--- src/rtl/disp_arb_pkg.sv ---
// ---------------------------------------------------------------------------
// disp_arb_pkg
//   Shared definitions for the display arbiter: FSM state encoding,
//   requester indices and a helper that sizes the down-counters.
// ---------------------------------------------------------------------------
package disp_arb_pkg;

    localparam int NUM_REQ   = 3;
    localparam int DATA_W    = 16;

    // Requester indices; a higher index means a higher priority.
    localparam int REQ_PASS  = 0;
    localparam int REQ_CNTDN = 1;
    localparam int REQ_ALARM = 2;

    typedef enum logic [1:0] {
        ST_IDLE = 2'd0,
        ST_OWN  = 2'd1,
        ST_GAP  = 2'd2
    } arb_state_e;

    // Width needed to hold (max count - 1); never less than one bit.
    function automatic int cnt_width(input int a, input int b, input int c);
        int m;
        m = a;
        if (b > m) m = b;
        if (c > m) m = c;
        return (m < 2) ? 1 : $clog2(m);
    endfunction

endpackage

--- src/rtl/disp_arb_timer.sv ---
// ---------------------------------------------------------------------------
// disp_arb_timer
//   Loadable down-counter that saturates at zero. One instance times both
//   the hold window and the handover gap; a second one paces the alarm blink
//   when that feature is built in.
//
//   clk_i       clock
//   rst_ni      asynchronous active-low reset (count clears to 0)
//   load_i      load load_val_i this cycle (wins over dec_i)
//   load_val_i  value to load
//   dec_i       decrement by one unless already zero
//   zero_o      count is zero
// ---------------------------------------------------------------------------
module disp_arb_timer #(
    parameter int W = 8
) (
    input  logic         clk_i,
    input  logic         rst_ni,
    input  logic         load_i,
    input  logic [W-1:0] load_val_i,
    input  logic         dec_i,
    output logic         zero_o
);

    logic [W-1:0] count_q;

    always_ff @(posedge clk_i or negedge rst_ni) begin
        if (!rst_ni) begin
            count_q <= '0;
        end else if (load_i) begin
            count_q <= load_val_i;
        end else if (dec_i && (count_q != '0)) begin
            count_q <= count_q - 1'b1;
        end
    end

    assign zero_o = (count_q == '0);

endmodule

--- src/rtl/disp_arbiter.sv ---
// ---------------------------------------------------------------------------
// disp_arbiter
//   Shares one 4-digit 7-segment controller between passcode entry (0),
//   countdown (1) and alarm code (2). Fixed priority 2 > 1 > 0; an owner keeps
//   the display for at least HOLD_CNT cycles before a higher requester may
//   take it, and every handover inserts GAP_CNT blank cycles.
//
//   Optional feature macro: DISP_BLINK_EN -- while the alarm owns the
//   display, disp_en toggles every BLINK_CNT cycles starting high.
//
//   clk        clock
//   rst        asynchronous active-low reset
//   req        per-requester level request
//   data0..2   BCD digits from each requester
//   grant      one-hot owner (registered)
//   disp_en    display enable (registered)
//   disp_data  digits to the controller (registered, 1-cycle latency)
// ---------------------------------------------------------------------------
module disp_arbiter
    import disp_arb_pkg::*;
#(
    parameter int HOLD_CNT  = 62_500_000,
    parameter int GAP_CNT   = 50_000,
    parameter int BLINK_CNT = 31_250_000
) (
    input  logic                clk,
    input  logic                rst,
    input  logic [NUM_REQ-1:0]  req,
    input  logic [DATA_W-1:0]   data0,
    input  logic [DATA_W-1:0]   data1,
    input  logic [DATA_W-1:0]   data2,
    output logic [NUM_REQ-1:0]  grant,
    output logic                disp_en,
    output logic [DATA_W-1:0]   disp_data
);

    localparam int CW = cnt_width(HOLD_CNT, GAP_CNT, BLINK_CNT);
    localparam logic [CW-1:0] HOLD_LD = CW'(HOLD_CNT - 1);
    localparam logic [CW-1:0] GAP_LD  = CW'(GAP_CNT - 1);

    arb_state_e          state_q;
    logic [NUM_REQ-1:0]  grant_q;
    logic                disp_en_q;
    logic [DATA_W-1:0]   disp_data_q;

    logic [NUM_REQ-1:0]  win_oh;
    logic                any_req;
    logic                own_req;
    logic                preempt;
    logic                leave_own;
    logic                grant_now;
    logic [DATA_W-1:0]   own_data;

    logic                tmr_load;
    logic [CW-1:0]       tmr_val;
    logic                tmr_dec;
    logic                tmr_zero;

    // ---------------------------------------------------------------------
    // Priority encoder: highest set request wins.
    // ---------------------------------------------------------------------
    always_comb begin
        win_oh = '0;
        if (req[REQ_ALARM])      win_oh[REQ_ALARM] = 1'b1;
        else if (req[REQ_CNTDN]) win_oh[REQ_CNTDN] = 1'b1;
        else if (req[REQ_PASS])  win_oh[REQ_PASS]  = 1'b1;
    end

    assign any_req   = |req;
    assign own_req   = |(req & grant_q);
    // Both vectors are one-hot, so a larger value is a higher priority.
    assign preempt   = tmr_zero && (win_oh > grant_q);
    assign leave_own = !own_req || preempt;
    // A fresh grant is issued straight from IDLE, or at the end of a gap.
    assign grant_now = any_req &&
                       ((state_q == ST_IDLE) || ((state_q == ST_GAP) && tmr_zero));

    always_comb begin
        case (grant_q)
            3'b001:  own_data = data0;
            3'b010:  own_data = data1;
            3'b100:  own_data = data2;
            default: own_data = disp_data_q;
        endcase
    end

    // ---------------------------------------------------------------------
    // Shared hold/gap timer control.
    // ---------------------------------------------------------------------
    always_comb begin
        tmr_load = 1'b0;
        tmr_val  = HOLD_LD;
        tmr_dec  = 1'b0;
        case (state_q)
            ST_IDLE: tmr_load = any_req;
            ST_OWN: begin
                if (leave_own) begin
                    tmr_load = 1'b1;
                    tmr_val  = GAP_LD;
                end else begin
                    tmr_dec  = 1'b1;
                end
            end
            ST_GAP: begin
                if (tmr_zero) tmr_load = any_req;
                else          tmr_dec  = 1'b1;
            end
            default: ;
        endcase
    end

    disp_arb_timer #(.W(CW)) u_tmr (
        .clk_i      (clk),
        .rst_ni     (rst),
        .load_i     (tmr_load),
        .load_val_i (tmr_val),
        .dec_i      (tmr_dec),
        .zero_o     (tmr_zero)
    );

`ifdef DISP_BLINK_EN
    localparam logic [CW-1:0] BLINK_LD = CW'(BLINK_CNT - 1);

    logic blink_run;
    logic blink_load;
    logic blink_zero;

    // Blink phase restarts on every new alarm grant; it free-runs while the
    // alarm keeps the display and reloads each time a half-period ends.
    assign blink_run  = (state_q == ST_OWN) && grant_q[REQ_ALARM] && !leave_own;
    assign blink_load = (grant_now && win_oh[REQ_ALARM]) || (blink_run && blink_zero);

    disp_arb_timer #(.W(CW)) u_blink (
        .clk_i      (clk),
        .rst_ni     (rst),
        .load_i     (blink_load),
        .load_val_i (BLINK_LD),
        .dec_i      (blink_run),
        .zero_o     (blink_zero)
    );
`endif

    // ---------------------------------------------------------------------
    // Ownership FSM with registered outputs.
    // ---------------------------------------------------------------------
    always_ff @(posedge clk or negedge rst) begin
        if (!rst) begin
            state_q     <= ST_IDLE;
            grant_q     <= '0;
            disp_en_q   <= 1'b0;
            disp_data_q <= '0;
        end else begin
            case (state_q)
                ST_IDLE: begin
                    if (grant_now) begin
                        state_q   <= ST_OWN;
                        grant_q   <= win_oh;
                        disp_en_q <= 1'b1;
                    end
                end
                ST_OWN: begin
                    disp_data_q <= own_data;
                    if (leave_own) begin
                        state_q   <= ST_GAP;
                        grant_q   <= '0;
                        disp_en_q <= 1'b0;
                    end
`ifdef DISP_BLINK_EN
                    else if (blink_run && blink_zero) begin
                        disp_en_q <= ~disp_en_q;
                    end
`endif
                end
                ST_GAP: begin
                    if (tmr_zero) begin
                        if (grant_now) begin
                            state_q   <= ST_OWN;
                            grant_q   <= win_oh;
                            disp_en_q <= 1'b1;
                        end else begin
                            state_q   <= ST_IDLE;
                        end
                    end
                end
                default: begin
                    state_q   <= ST_IDLE;
                    grant_q   <= '0;
                    disp_en_q <= 1'b0;
                end
            endcase
        end
    end

    assign grant     = grant_q;
    assign disp_en   = disp_en_q;
    assign disp_data = disp_data_q;

endmodule

--- config.mk ---
export PLATFORM = sky130hd
export DESIGN_NAME = disp_arbiter
export DESIGN_NICKNAME = d
export VERILOG_FILES = /design/src/rtl/disp_arb_pkg.sv /design/src/rtl/disp_arb_timer.sv /design/src/rtl/disp_arbiter.sv
export SDC_FILE = /design/constraint.sdc
export NUM_CORES = 1
export LEC_CHECK = 0
export ABC_AREA = 1
export CAP_MARGIN = 20
export CORE_MARGIN = 1
export CORE_UTILIZATION = 55
export DETAILED_ROUTE_END_ITERATION = 10
export GPL_TIMING_DRIVEN = 0
export PLACE_DENSITY = 0.86
export SLEW_MARGIN = 20
export SYNTH_ARGS = -nofsm -noshare
export SYNTH_HDL_FRONTEND = slang
export SYNTH_SLANG_ARGS = --single-unit
--- constraint.sdc ---
create_clock -name clk -period 2.76 [get_ports clk]
set_input_delay 0.69 -clock clk [delete_from_list [all_inputs] [get_ports clk]]
set_output_delay 0.69 -clock clk [all_outputs]
set_load 0.01 [all_outputs]
# After elaboration in Yosys (flattened, before gate mapping)
# Cells that the tools add are included.
# W data, S select, Z words.
# op_classes
bitwise_logic	1
n_reduce_logical	17
n_lt_le_gt_ge	1
addsub	1
mux	29
eq_ne	8
# ops
cell	count
$mux W26	4
$pmux W16 S3	1
$logic_not A26 Y1	1
$reduce_bool A26 Y1	1
$sub A26 B1 Y26 const B	1
$mux W1	12
$mux W3	3
$pmux W3 S3	1
$mux W2	4
$ne A2 B2 Y1 const B	3
$pmux W1 S3	2
$pmux W2 S3	1
$reduce_or A3 Y1	2
$logic_and A1 B1 Y1	4
$reduce_and A2 Y1	2
$and A3 B3 Y3	1
$eq A3 B1 Y1 const B	1
$eq A3 B2 Y1 const B	1
$eq A3 B3 Y1 const B	1
$gt A3 B3 Y1	1
$reduce_and A3 Y1	1
$reduce_bool A3 Y1	1
$eq A2 B1 Y1 const B	1
$eq A2 B2 Y1 const B	1
5 further kinds	6
# totals
register_bits	48

# Logic depth before layout (Yosys ltp)
# Gate-level depths: netlist (run 1).
# logic_depth
depth_word	11
mapped_depth	15
depth_no_buf	14

# Modules after synthesis
# From an unflattened synthesis (run 1), not the netlist that was laid out.
# unflattened
cells_unflattened	553
area_unflattened_um2	3557.2
# by_module_without_submodules
mod	seq_area_each_um2	n_inst	cells_each	area_per_inst_um2
disp_arb_timer	650.6	1	332	2079.5
disp_arbiter	550.5	1	221	1477.7

# Least setup slack after synthesis (run 1)
# OpenSTA, ideal clock, no wires.
# synth_path
path_type	input port to flip-flop
start	in req[2]
end	reg u_tmr.count_q[15]
path_buffers	1
setup_slack_ns	0.558
required_ns	2.643
arrival_ns	2.086
path_stages	14
path_cell_list	nor3_1 > inv_1 > ha_1 > nand3_1 > and2_1 > nand2_2 > nand2_2 > nand2_2 > nand2_2 > nand2_2 > nand2_2 > buf_6 > nand2_1 > nand2_1
# synth_between
elab_chain_cells	8
# synth_rtl
item	line_no	rtl
start, declared	disp_arbiter.sv:28	input logic [NUM_REQ-1:0] req,
$mux W2 (tied with other cells)	disp_arbiter.sv:64	if (req[REQ_ALARM]) win_oh[REQ_ALARM] = 1'b1;
$gt A3 B3 Y1 or $reduce_or A3 Y1 (tied branches)	disp_arbiter.sv:72, disp_arbiter.sv:70	
$logic_and A1 B1 Y1 or $logic_not A1 Y1 (tied branches)	disp_arbiter.sv:72, disp_arbiter.sv:73	
$logic_or A1 B1 Y1	disp_arbiter.sv:73	assign leave_own = !own_req || preempt;
$mux W1	disp_arbiter.sv:97	if (leave_own) begin
$pmux W1 S2	disp_arbiter.sv:94	case (state_q)
$logic_and A1 B1 Y1	disp_arb_timer.sv:32	end else if (dec_i && (count_q != '0)) begin
$reduce_bool A2 Y1 (no line)	-	
end signal, assigned	disp_arb_timer.sv:31	count_q <= load_val_i;
end signal, assigned	disp_arb_timer.sv:33	count_q <= count_q - 1'b1;
end, declared	disp_arb_timer.sv:25	logic [W-1:0] count_q;
# Several ways; a longest one is shown, not always the timed one.
# A chain may end at the register's enable or synchronous reset.

# Final worst setup path (run 1)
# layout_path
start	in req[1]
end	reg u_tmr.count_q[14]
# layout_between
elab_chain_cells	9
# layout_rtl
item	line_no	rtl
$mux W1	disp_arbiter.sv:65	else if (req[REQ_CNTDN]) win_oh[REQ_CNTDN] = 1'b1;
$mux W2	disp_arbiter.sv:64	
$gt A3 B3 Y1	disp_arbiter.sv:72	assign preempt = tmr_zero && (win_oh > grant_q);
$logic_and A1 B1 Y1	disp_arbiter.sv:72	
$logic_or A1 B1 Y1	disp_arbiter.sv:73	
$mux W1	disp_arbiter.sv:97	
$pmux W1 S2	disp_arbiter.sv:94	
$logic_and A1 B1 Y1	disp_arb_timer.sv:32	
$reduce_bool A2 Y1 (no line)	-	
# Several ways; a longest one is shown, not always the timed one.

==> results of run 1 <==
## final cells by class
type | count | area (µm²)
repair buffers | 74 | 748
clock buffers | 5 | 68.8
flip-flops and latches | 48 | 1200
fillers | 423 | 1290
inverters | 27 | 105
well taps | 72 | 90.1
clock inverters | 3 | 90.1
multi-input cells | 370 | 1920
plain buffers | 16 | 121
## state kept, by name, indices dropped and copies added (netlist names)
name / flops
disp_data: 16
disp_en: 1
grant: 3
state_q: 2
u_tmr.count_q: 26
## per-stage QoR
stage	std cells	hold slack, ns	area (µm²)	worst slack (ns)	TNS [ns]
floorplan	461	0.394	3290	0.558	0
global placement	605	0.477	4100	-0.358	-22.35
detailed placement	606	0.480	4120	-0.369	-9.06
CTS	614	0.362	4280	0.0240	0
global route	615	0.378	4350	-0.0292	-0.345
finish	615	0.347	4350	0.0972	0
## layer usage
| metal | vias up | track usage, % | wire length, µm |
|---|---|---|---|
| met5 | - | 0 | 0 |
| met4 | 0 | 10.5 | 176 |
| met3 | 22 | 6.06 | 749 |
| met2 | 172 | 54.8 | 4610 |
| met1 | 1624 | 38.6 | 4030 |
| li1 | 1647 | - | - |
## cell usage in the layout, fill, tap and decap left out, types with 4 or more instances in the layout
| cell | count |
|---|---|
| nand2_1 | 162 |
| clkdlybuf4s50_1 | 69 |
| nor2_1 | 58 |
| nand3_1 | 52 |
| dfrtp_1 | 48 |
| inv_1 | 23 |
| a41oi_1 | 16 |
| xor2_1 | 13 |
| ha_1 | 11 |
| o21ai_0 | 10 |
| xnor2_1 | 9 |
| buf_4 | 6 |
| nand2_2 | 6 |
| buf_6 | 5 |
| nand3b_1 | 5 |
| clkbuf_8 | 5 |
| clkbuf_1 | 4 |
| nor3_1 | 4 |
## worst paths after layout
| path | from | endpoint | slack, ns |
|---|---|---|---|
| worst max-delay path | req[1] | u_tmr.count_q[14]$_DFFE_PN0P_ | 0.1 |
| worst min-delay path | rst | disp_data[3]$_DFFE_PN0P_ | 0.35 |
| worst max register to register | grant[2]$_DFFE_PN0P_ | u_tmr.count_q[14]$_DFFE_PN0P_ | 0.48 |
| worst min register to register | u_tmr.count_q[0]$_DFFE_PN0P_ | u_tmr.count_q[0]$_DFFE_PN0P_ | 0.51 |
| max in group asynchronous | rst | u_tmr.count_q[14]$_DFFE_PN0P_ | 1.88 |
| min in group clk | u_tmr.count_q[0]$_DFFE_PN0P_ | u_tmr.count_q[0]$_DFFE_PN0P_ | 0.51 |
## timing repair
action,in CTS,in global routing
buffers inserted,0,1
setup endpoints to repair,19,26
endpoints found under the hold margin,0,0
pin swaps,0,2
resized for setup,1,17
## cells by family after synthesis
| kind of cell | Yosys count | share of synthesized area (%) |
|---|---|---|
| XOR/XNOR | 22 | 5.85 |
| flip-flops | 48 | 36.5 |
| AND/OR/NAND/NOR | 307 | 40.8 |
| AO/OA/AOI/OAI | 30 | 6.46 |
| adder cells (fa/ha/maj) | 11 | 4.18 |
| buffers and inverters | 43 | 6.23 |
## power groups by stage
stage	logic, µW	clock network (µW)	registers [µW]
4_1_cts	2890	701	1250
2_1_floorplan	1930	0	1280
3_5_place_dp	2860	0	1260
3_3_place_gp	2760	0	1250
6_report	3040	693	1270
5_1_grt	3360	734	1290
==> impl_metrics.csv, run 1 <==
group,metric,value,unit
synth,syn_nets,525,
sta,period_minus_slack,2.66,ns
global_routing,grt_antenna_before_repair,0,
sta,hold_viol,0,
worst_setup_path,r2r_cells,14,
global_routing,grt_pass1_wl,15.3,mm
power,power,5000,µW
synth,ys_ff_latch,48,
power,comb_power_share,60.8,%
clocking,cts_tree,"done",
layout,finalNetCount,606,
worst_setup_path,cp_num_buf_inv,3,
sta,fmax,376,MHz
job,max-cap-violations,0,
routing,drc_errors,0,
clocking,cts_inserted_buffers,5,
placement,dpl.hpwl,6.89,mm
synth,syn_inst,461,
power,p_seq_share,25.3,%
floorplanning,core,5640,µm²
synth,yosys.area.top_type_share,36.5,%
synth,synth-edff-count,0,
worst_setup_path,path_delay_family,"simple AND/OR/NAND/NOR gates",
layout,drive_above_1_share,9.21,%
floorplanning,std_cell_rows,27,
routing,vias,3465,
sta,worst_pin_slew,0.569,ns
routing,wire_per_inst,15.5,µm
routing,avgViaCountPerCell,5.63,
routing,drtAntennaViolNets,0,
power,power.density,1150,nW/µm²
global_routing,grt_start_max_net_pins,30,
synth,synth_flop_cell,"dfrtp_1",
worst_setup_path,crit_cells,15,
synth,yosysWarnings,0,
clocking,path_clk_slew,0.09,ns
run_status,status,"finished, final reports clean",
floorplanning,die_y,79.4,µm
synth,yosysTopAreaCell,"dfrtp_1",
sta,setup_viol,0,
min_path,hold_class,"primary input to async pin",
synth,ys_top_cells_by_area,"dfrtp_1 (36%), nand2_1 (18%), nand3_1 (7.9%)",
global_routing,grt.overflow.total,0,
worst_setup_path,cp_slowest_cell,"clkdlybuf4s50_1",
clocking,cts_root_buffer,"clkbuf_8",
placement,portBuffers,72,
clocking,clk-insertion-delay-late,0.30,ns
worst_setup_path,crit_path_max_incr_delay,0.46,ns
floorplanning,die-area,6300,µm²
worst_setup_path,startpoint_type,"primary input",
floorplanning,die_w,79.4,µm
worst_setup_path,path_class,"primary input to flop",
synth,avgSynthCellArea,7.14,µm²
clocking,ctsHoldBuffers,0,
placement,globalplace.congestion,0.946,
synth,synthTopCellsByCount,"nand2_1 (162), nor2_1 (58), nand3_1 (52)",
power,internal_power,2650,µW
power,p_clk_share,13.9,%
power,sw_frac_of_total,47.1,%
synth,syn_area,3290,µm²
worst_setup_path,worstPathArrival,2.86,ns
sta,final-max-slew-violation-count,0,
power,leakagePower,0.00207,µW
worst_setup_path,crit_fanout,10,
global_routing,first_global_vias,3325,
synth,synth_most_common_cell,"nand2_1",
global_routing,grt.total_usage,31.4,%
clocking,cts_sinks,48,
floorplanning,ios,73,
sta,layout_worst_path_cycle_share,96.5,%
worst_setup_path,critPathRequiredTime,2.96,ns
sta,relSlewSlack,61.8,%
routing,wl,9.56,mm
floorplanning,start_util,58.4,%
power,p_sw,2360,µW
power,irDropWorstVdd,0.000875,V
layout,synthToLayoutAreaGrowth,32.0,%
routing,drt_iter0_drc,181,
layout,fin_util,77.1,%
clocking,htree_levels,2,
clocking,cts_max_path_buffers,2,
layout,insertedDiodeCount,0,
worst_setup_path,crit_path_cell_trace,"clkdlybuf4s50_1, nor3_2, inv_1, ha_1, nand3_1, and2_1, nand2_2, nand2_2, nand2_2, nand2_2, nand2_4, nand2_4, buf_6, nand2_1, nand2_1",
worst_setup_path,path_common_cell,"nand2_2",
synth,ys_seq_area_share,36.5,%
synth,yosys.cell_types.count,28,
worst_setup_path,end_kind,"flop",
sta,finClkSkew,0.00311,ns
routing,drt-pass1-iter-count,5,
synth,async_reset_ff_share,100,%
No activity file was read; power rests on OpenSTA's default activity.
==> run 2: changes to the inputs <==
Settings changed: MAX_ROUTING_LAYER set to met4, RECOVER_POWER set to 100.
==> run 2 against run 1 <==
Effect of this change: sequential power about the same; critical path depth down 1; register-to-register slack worse by 0.15 ns; wire length down 6.1%; global-route usage down 0.22 points; via count down 3.4%; worst hold slack better by 0.14 ns; count of clock-buffer cells in the layout unchanged; combinational power down 6%; non-clock buffer count down 1; critical path type unchanged; critical endpoint is now u_tmr.count_q[17]$_DFFE_PN0P_; largest power group unchanged.
==> impl_metrics.csv, run 2 (same netlist as run 1, synthesis figures left out) <==
group,metric,value,unit
run_status,status,"finished, final reports clean",
worst_setup_path,startpoint_type,"primary input",
floorplanning,std_cell_rows,27,
sta,rsz0062_at_grt,"false",
placement,dpl.hpwl,6.78,mm
floorplanning,start_util,58.4,%
worst_setup_path,end_kind,"flop",
layout,finalNetCount,605,
placement,portBuffers,72,
clocking,ctsHoldBuffers,0,
placement,post-place-ws,-0.333,ns
layout,drive_above_1_share,8.30,%
routing,highest_layer,"met4",
placement,place_area,4120,µm²
clocking,path_clk_slew,0.09,ns
sta,layout_worst_path_cycle_share,95.7,%
routing,vias,3346,
routing,drtAntennaViolNets,0,
layout,design_area,4240,µm²
layout,layout_commonest_cell,"nand2_1",
floorplanning,core,5640,µm²
routing,wl_met2,4.27,mm
worst_setup_path,crit_fanout,10,
clocking,cts_tree,"done",
layout,largest_register_ffs,26,
worst_setup_path,reg2reg_to,"disp_data[5]$_DFFE_PN0P_",
worst_setup_path,regToRegSetupSlack,0.33,ns
clocking,cts_inserted_buffers,5,
sta,finClkSkew,0.00463,ns
power,power.density,1090,nW/µm²
floorplanning,die_y,79.4,µm
floorplanning,die_w,79.4,µm
clocking,cts_sinks,48,
worst_setup_path,r2r_cells,8,
sta,hold_slack,0.492,ns
sta,timing.final.ws_setup,0.120,ns
clocking,cts_max_path_buffers,2,
worst_setup_path,path_common_cell,"inv_1",
worst_setup_path,crit_cells,14,
layout,insertedDiodeCount,0,
routing,drc_errors,0,
layout,synthToLayoutAreaGrowth,28.8,%
layout,fillers,452,
placement,globalplace.congestion,0.951,
sta,final-max-slew-violation-count,0,
worst_setup_path,timing.critical_path.from,"req[0]",
clocking,clk-insertion-delay-late,0.30,ns
floorplanning,ios,73,
sta,setup_viol,0,
sta,worst_pin_slew,1.10,ns
routing,wire_per_inst,14.6,µm
clocking,htree_levels,2,
global_routing,first_global_vias,3323,
floorplanning,die-area,6300,µm²
global_routing,grt.overflow.total,0,
worst_setup_path,r2r-start,"grant[0]$_DFFE_PN0P_",
global_routing,grt.total_usage,31.1,%
routing,drt_iter0_drc,161,
power,leakagePower,0.00203,µW
worst_setup_path,critPathCapture,"u_tmr.count_q[17]$_DFFE_PN0P_",
sta,period_minus_slack,2.64,ns
worst_setup_path,cp_num_buf_inv,4,
sta,hold_viol,0,
power,power,4630,µW
worst_setup_path,cp_slowest_cell,"clkdlybuf4s50_1",
layout,seq_area,1200,µm²
clocking,postCtsSetupRepairBufs,0,
routing,wl_met3,741,µm
routing,drt-pass1-iter-count,5,
routing,wl_met1,3.78,mm
global_routing,grt_pass1_wl,14.8,mm
worst_setup_path,worstPathArrival,2.88,ns
layout,mostFrequentLayoutCells,"nand2_1 (162), nor2_1 (59), nand3_1 (52)",
worst_setup_path,path_class,"primary input to flop",
routing,avgViaCountPerCell,5.45,
sta,fmax,379,MHz
worst_setup_path,path_delay_family,"simple AND/OR/NAND/NOR gates",
power,irDropWorstVdd,0.00103,V
clocking,cts_root_buffer,"clkbuf_8",
worst_setup_path,crit_path_cell_trace,"clkdlybuf4s50_1, inv_1, nor3_4, inv_1, ha_1, nand3_1, and2_1, nand2_2, nand3_2, nand2_2, nand2_4, inv_1, nand3b_1, nand2_1",
global_routing,grt_antenna_before_repair,0,
worst_setup_path,crit_path_max_incr_delay,0.51,ns
global_routing,grt_start_max_net_pins,30,
sta,finalSetupTns,0,ns
job,max-cap-violations,0,
sta,relSlewSlack,26.7,%
layout,multi_input_area,1900,µm²
routing,wl,8.98,mm
worst_setup_path,critPathRequiredTime,3.00,ns
min_path,hold_class,"flop to flop",
layout,largest-register,"u_tmr.count_q",
## run 2: cell count changes in the layout (fill, tap and decap cells not counted), moves of 2 or more
cell             delta
nand2_2             +2
nor3_2              -2
clkdlybuf4s50_1    -20
bufinv_16           -2
buf_6               -2
buf_2               -2
dlygate4sd3_1      +20
clkbuf_2            +3
## run 2: final cells by class
type | count | area share (%)
plain buffers | 16 | 2.62
clock buffers | 5 | 1.62
clock inverters | 3 | 1.00
inverters | 27 | 2.39
multi-input cells | 370 | 44.9
flip-flops and latches | 48 | 28.3
well taps | 72 | 2.12
repair buffers | 73 | 17.1
## run 2: where the power goes
group	total, µW	switching, µW	internal [µW]	leakage (µW)
Clock	521	252	269	0.0000541
Combinational	2850	1750	1110	0.00140
Sequential	1250	260	995	0.000578
Total	4630	2260	2370	0.00203
## run 2: worst min-delay path by stage
stage,startpoint,endpoint,slack [ns],cells past startpoint
global route,disp_en$_DFFE_PN0P_,disp_en$_DFFE_PN0P_,0.51,1
global placement,disp_en$_DFFE_PN0P_,disp_en$_DFFE_PN0P_,0.48,1
CTS,rst,disp_data[3]$_DFFE_PN0P_,0.36,1
floorplan,rst,disp_data[0]$_DFFE_PN0P_,0.39,0
finish,disp_en$_DFFE_PN0P_,disp_en$_DFFE_PN0P_,0.49,1
detailed placement,disp_en$_DFFE_PN0P_,disp_en$_DFFE_PN0P_,0.48,1
## run 2: metrics by stage
stage          util, %  std cells
6_report          75.2        614
5_1_grt           75.2        614
2_1_floorplan        -        461
3_5_place_dp      73.0        606
4_1_cts           75.1        614
3_3_place_gp      72.7        605
## run 2: what timing repair did
| action | CTS | global route |
|---|---|---|
| endpoints found under the setup margin | 10 | 26 |
| resized for setup | 1 | 13 |
| pin swaps | 0 | 1 |
## run 2: routing by layer
metal	GRT usage, %	up-vias
met5	-	-
met4	10.4	0
met3	4.57	18
met2	54.6	137
met1	36.7	1538
li1	-	1653
## run 2: worst register-to-register path: cells and delay by family (launching register included)
kind	cells	cell delay, ns
AOI/OAI and AO/OA	1	0.18
and+or+nand+nor	5	1.34
buffers and inverters	2	0.35
DFF	1	0.47
==> run 3: changes to the inputs <==
Settings changed: CAP_MARGIN 20 to 5, DONT_BUFFER_PORTS set to 1, PLACE_DENSITY 0.86 to 0.7.
==> run 3 against run 2 <==
Effect of this change: clock power shrank 16%; critical path depth shrank 6; utilization shrank 14 points; largest power group unchanged; worst setup slack gained 0.32 ns; wire length shrank 13%; via count shrank 12%; first-iteration DRC count grew 7.5%; total power shrank 9.7%; register-to-register slack gained 0.11 ns; cell area shrank 18%; worst hold slack lost 0.44 ns.
==> impl_metrics.csv, run 3 (same netlist as run 1, synthesis figures left out) <==
group,metric,value,unit
min_path,hold_class,"primary input to async pin",
sta,period_minus_slack,2.32,ns
power,p_clk_share,10.5,%
floorplanning,die-area,6300,µm²
layout,synthToLayoutAreaGrowth,5.02,%
layout,insertedDiodeCount,0,
clocking,ctsHoldBuffers,0,
power,comb_power_share,57.6,%
global_routing,grt_pass1_wl,12.9,mm
clocking,cts_sinks,48,
layout,fillers,570,
power,leakagePower,0.00171,µW
placement,globalplace.congestion,0.925,
sta,relSlewSlack,48.5,%
power,internal_power,2030,µW
worst_setup_path,crit_fanout,10,
layout,finalNetCount,532,
run_status,status,"finished, final reports clean",
power,power,4180,µW
routing,wire_per_inst,14.4,µm
floorplanning,die_y,79.4,µm
clocking,ctsResizeCount,0,
clocking,htree_levels,2,
global_routing,grt.overflow.total,0,
worst_setup_path,r2r_cells,8,
worst_setup_path,path_class,"flop to flop",
worst_setup_path,startpoint_type,"flop",
worst_setup_path,timing.critical_path.from,"grant[1]$_DFFE_PN0P_",
sta,fmax,432,MHz
sta,finalSetupTns,0,ns
global_routing,grt_start_max_net_pins,49,
floorplanning,die_w,79.4,µm
layout,layout_commonest_cell,"nand2_1",
power,irDropWorstVdd,0.000663,V
routing,drtAntennaViolNets,0,
floorplanning,start_util,58.4,%
routing,drt-pass1-iter-count,4,
sta,layout_worst_path_cycle_share,84.0,%
routing,drc_errors,0,
clocking,path_clk_slew,0.10,ns
sta,finClkSkew,0.00834,ns
placement,dpl.hpwl,5.83,mm
power,p_sw,2150,µW
worst_setup_path,worstPathArrival,2.49,ns
worst_setup_path,regToRegSetupSlack,0.44,ns
worst_setup_path,critPathCapture,"disp_data[13]$_DFFE_PN0P_",
layout,largest-register,"u_tmr.count_q",
routing,drt_iter0_drc,173,
layout,largest_register_ffs,26,
floorplanning,ios,73,
clocking,clk-insertion-delay-late,0.31,ns
layout,design_area,3460,µm²
global_routing,first_global_vias,2929,
clocking,cts_max_path_buffers,2,
routing,avgViaCountPerCell,5.46,
job,max-cap-violations,0,
floorplanning,std_cell_rows,27,
placement,portBuffers,0,
clocking,cts_inserted_buffers,5,
floorplanning,core,5640,µm²
sta,final-max-slew-violation-count,0,
placement,place_area,3380,µm²
worst_setup_path,reg2reg_to,"disp_data[13]$_DFFE_PN0P_",
power,sw_frac_of_total,51.5,%
worst_setup_path,critPathRequiredTime,2.94,ns
global_routing,grt_antenna_before_repair,0,
worst_setup_path,end_kind,"flop",
routing,wl,7.78,mm
clocking,cts_tree,"done",
sta,hold_viol,0,
layout,mostFrequentLayoutCells,"nand2_1 (164), nor2_1 (59), nand3_1 (53)",
sta,setup_viol,0,
clocking,postCtsSetupRepairBufs,0,
routing,vias,2954,
layout,drive_above_1_share,8.32,%
global_routing,grt.total_usage,27.2,%
sta,rsz0062_at_grt,"false",
power,p_seq_share,31.9,%
sta,worst_pin_slew,0.767,ns
worst_setup_path,r2r-start,"grant[1]$_DFFE_PN0P_",
clocking,cts_root_buffer,"clkbuf_8",
power,power.density,1210,nW/µm²
==> run 3: changes by cell type in the layout (fill, tap and decap cells not counted), sizes merged <==
| cell | delta |
|---|---|
| clkdlybuf4s50 | -49 |
| dlygate4sd3 | -20 |
| clkbuf | -4 |
| buf | +2 |
| dlymetal6s2s | -2 |
| bufinv | -1 |
| clkinvlp | +1 |
==> run 3: how the worst min path moves through the flow <==
stage          start                        to  depth (start not counted)
5_1_grt          rst      grant[0]$_DFFE_PN0P_                          0
2_1_floorplan    rst  disp_data[0]$_DFFE_PN0P_                          0
3_5_place_dp     rst      grant[0]$_DFFE_PN0P_                          0
4_1_cts          rst      grant[0]$_DFFE_PN0P_                          0
6_report         rst      grant[1]$_DFFE_PN0P_                          0
3_3_place_gp     rst      grant[0]$_DFFE_PN0P_                          0
==> run 3: critical path, stage by stage, from the launching register on <==
cell and delay (ns):
dfrtp_1 0.46, inv_1 0.12, nor3_1 0.61, nor2_1 0.31, nand2_1 0.14, nand2_1 0.07, inv_2 0.09, buf_2 0.23
a41oi_1 0.14
==> run 3: area by class of cell <==
type,count,area (µm²),area share [%]
Sequential cell,48,1200,34.7
Buffer,16,104,3.00
Clock buffer,5,68.8,1.99
Tap cell,72,90.1,2.60
Inverter,27,101,2.93
Multi-Input combinational cell,370,1870,54.1
Clock inverter,3,23.8,0.687
==> run 3: routing by layer <==
layer / track usage (%) / vias to the layer above / wire length, µm
li1: - / 1503 / -
met1: 31.8 / 1355 / 3500
met2: 47.2 / 81 / 3770
met3: 3.31 / 15 / 353
met4: 11.8 / 0 / 155
met5: - / - / 0
==> run 3: power by group through the flow <==
| stage | Sequential, µW | Clock (µW) | Combinational [µW] |
|---|---|---|---|
| floorplan | 1280 | 0 | 1930 |
| global placement | 1340 | 0 | 2360 |
| detailed placement | 1350 | 0 | 2430 |
| CTS | 1330 | 454 | 2440 |
| global route | 1370 | 482 | 2770 |
| finish | 1330 | 440 | 2410 |
==> run 3: through the flow <==
step	hold slack, ns	std cells	setup slack, ns	utilization (%)
2_1_floorplan	0.394	461	0.558	-
3_3_place_gp	0.395	533	0.346	60.0
3_5_place_dp	0.395	533	0.337	60.0
4_1_cts	0.0492	541	0.523	61.6
5_1_grt	0.0426	541	0.166	61.3
6_report	0.0550	541	0.443	61.3
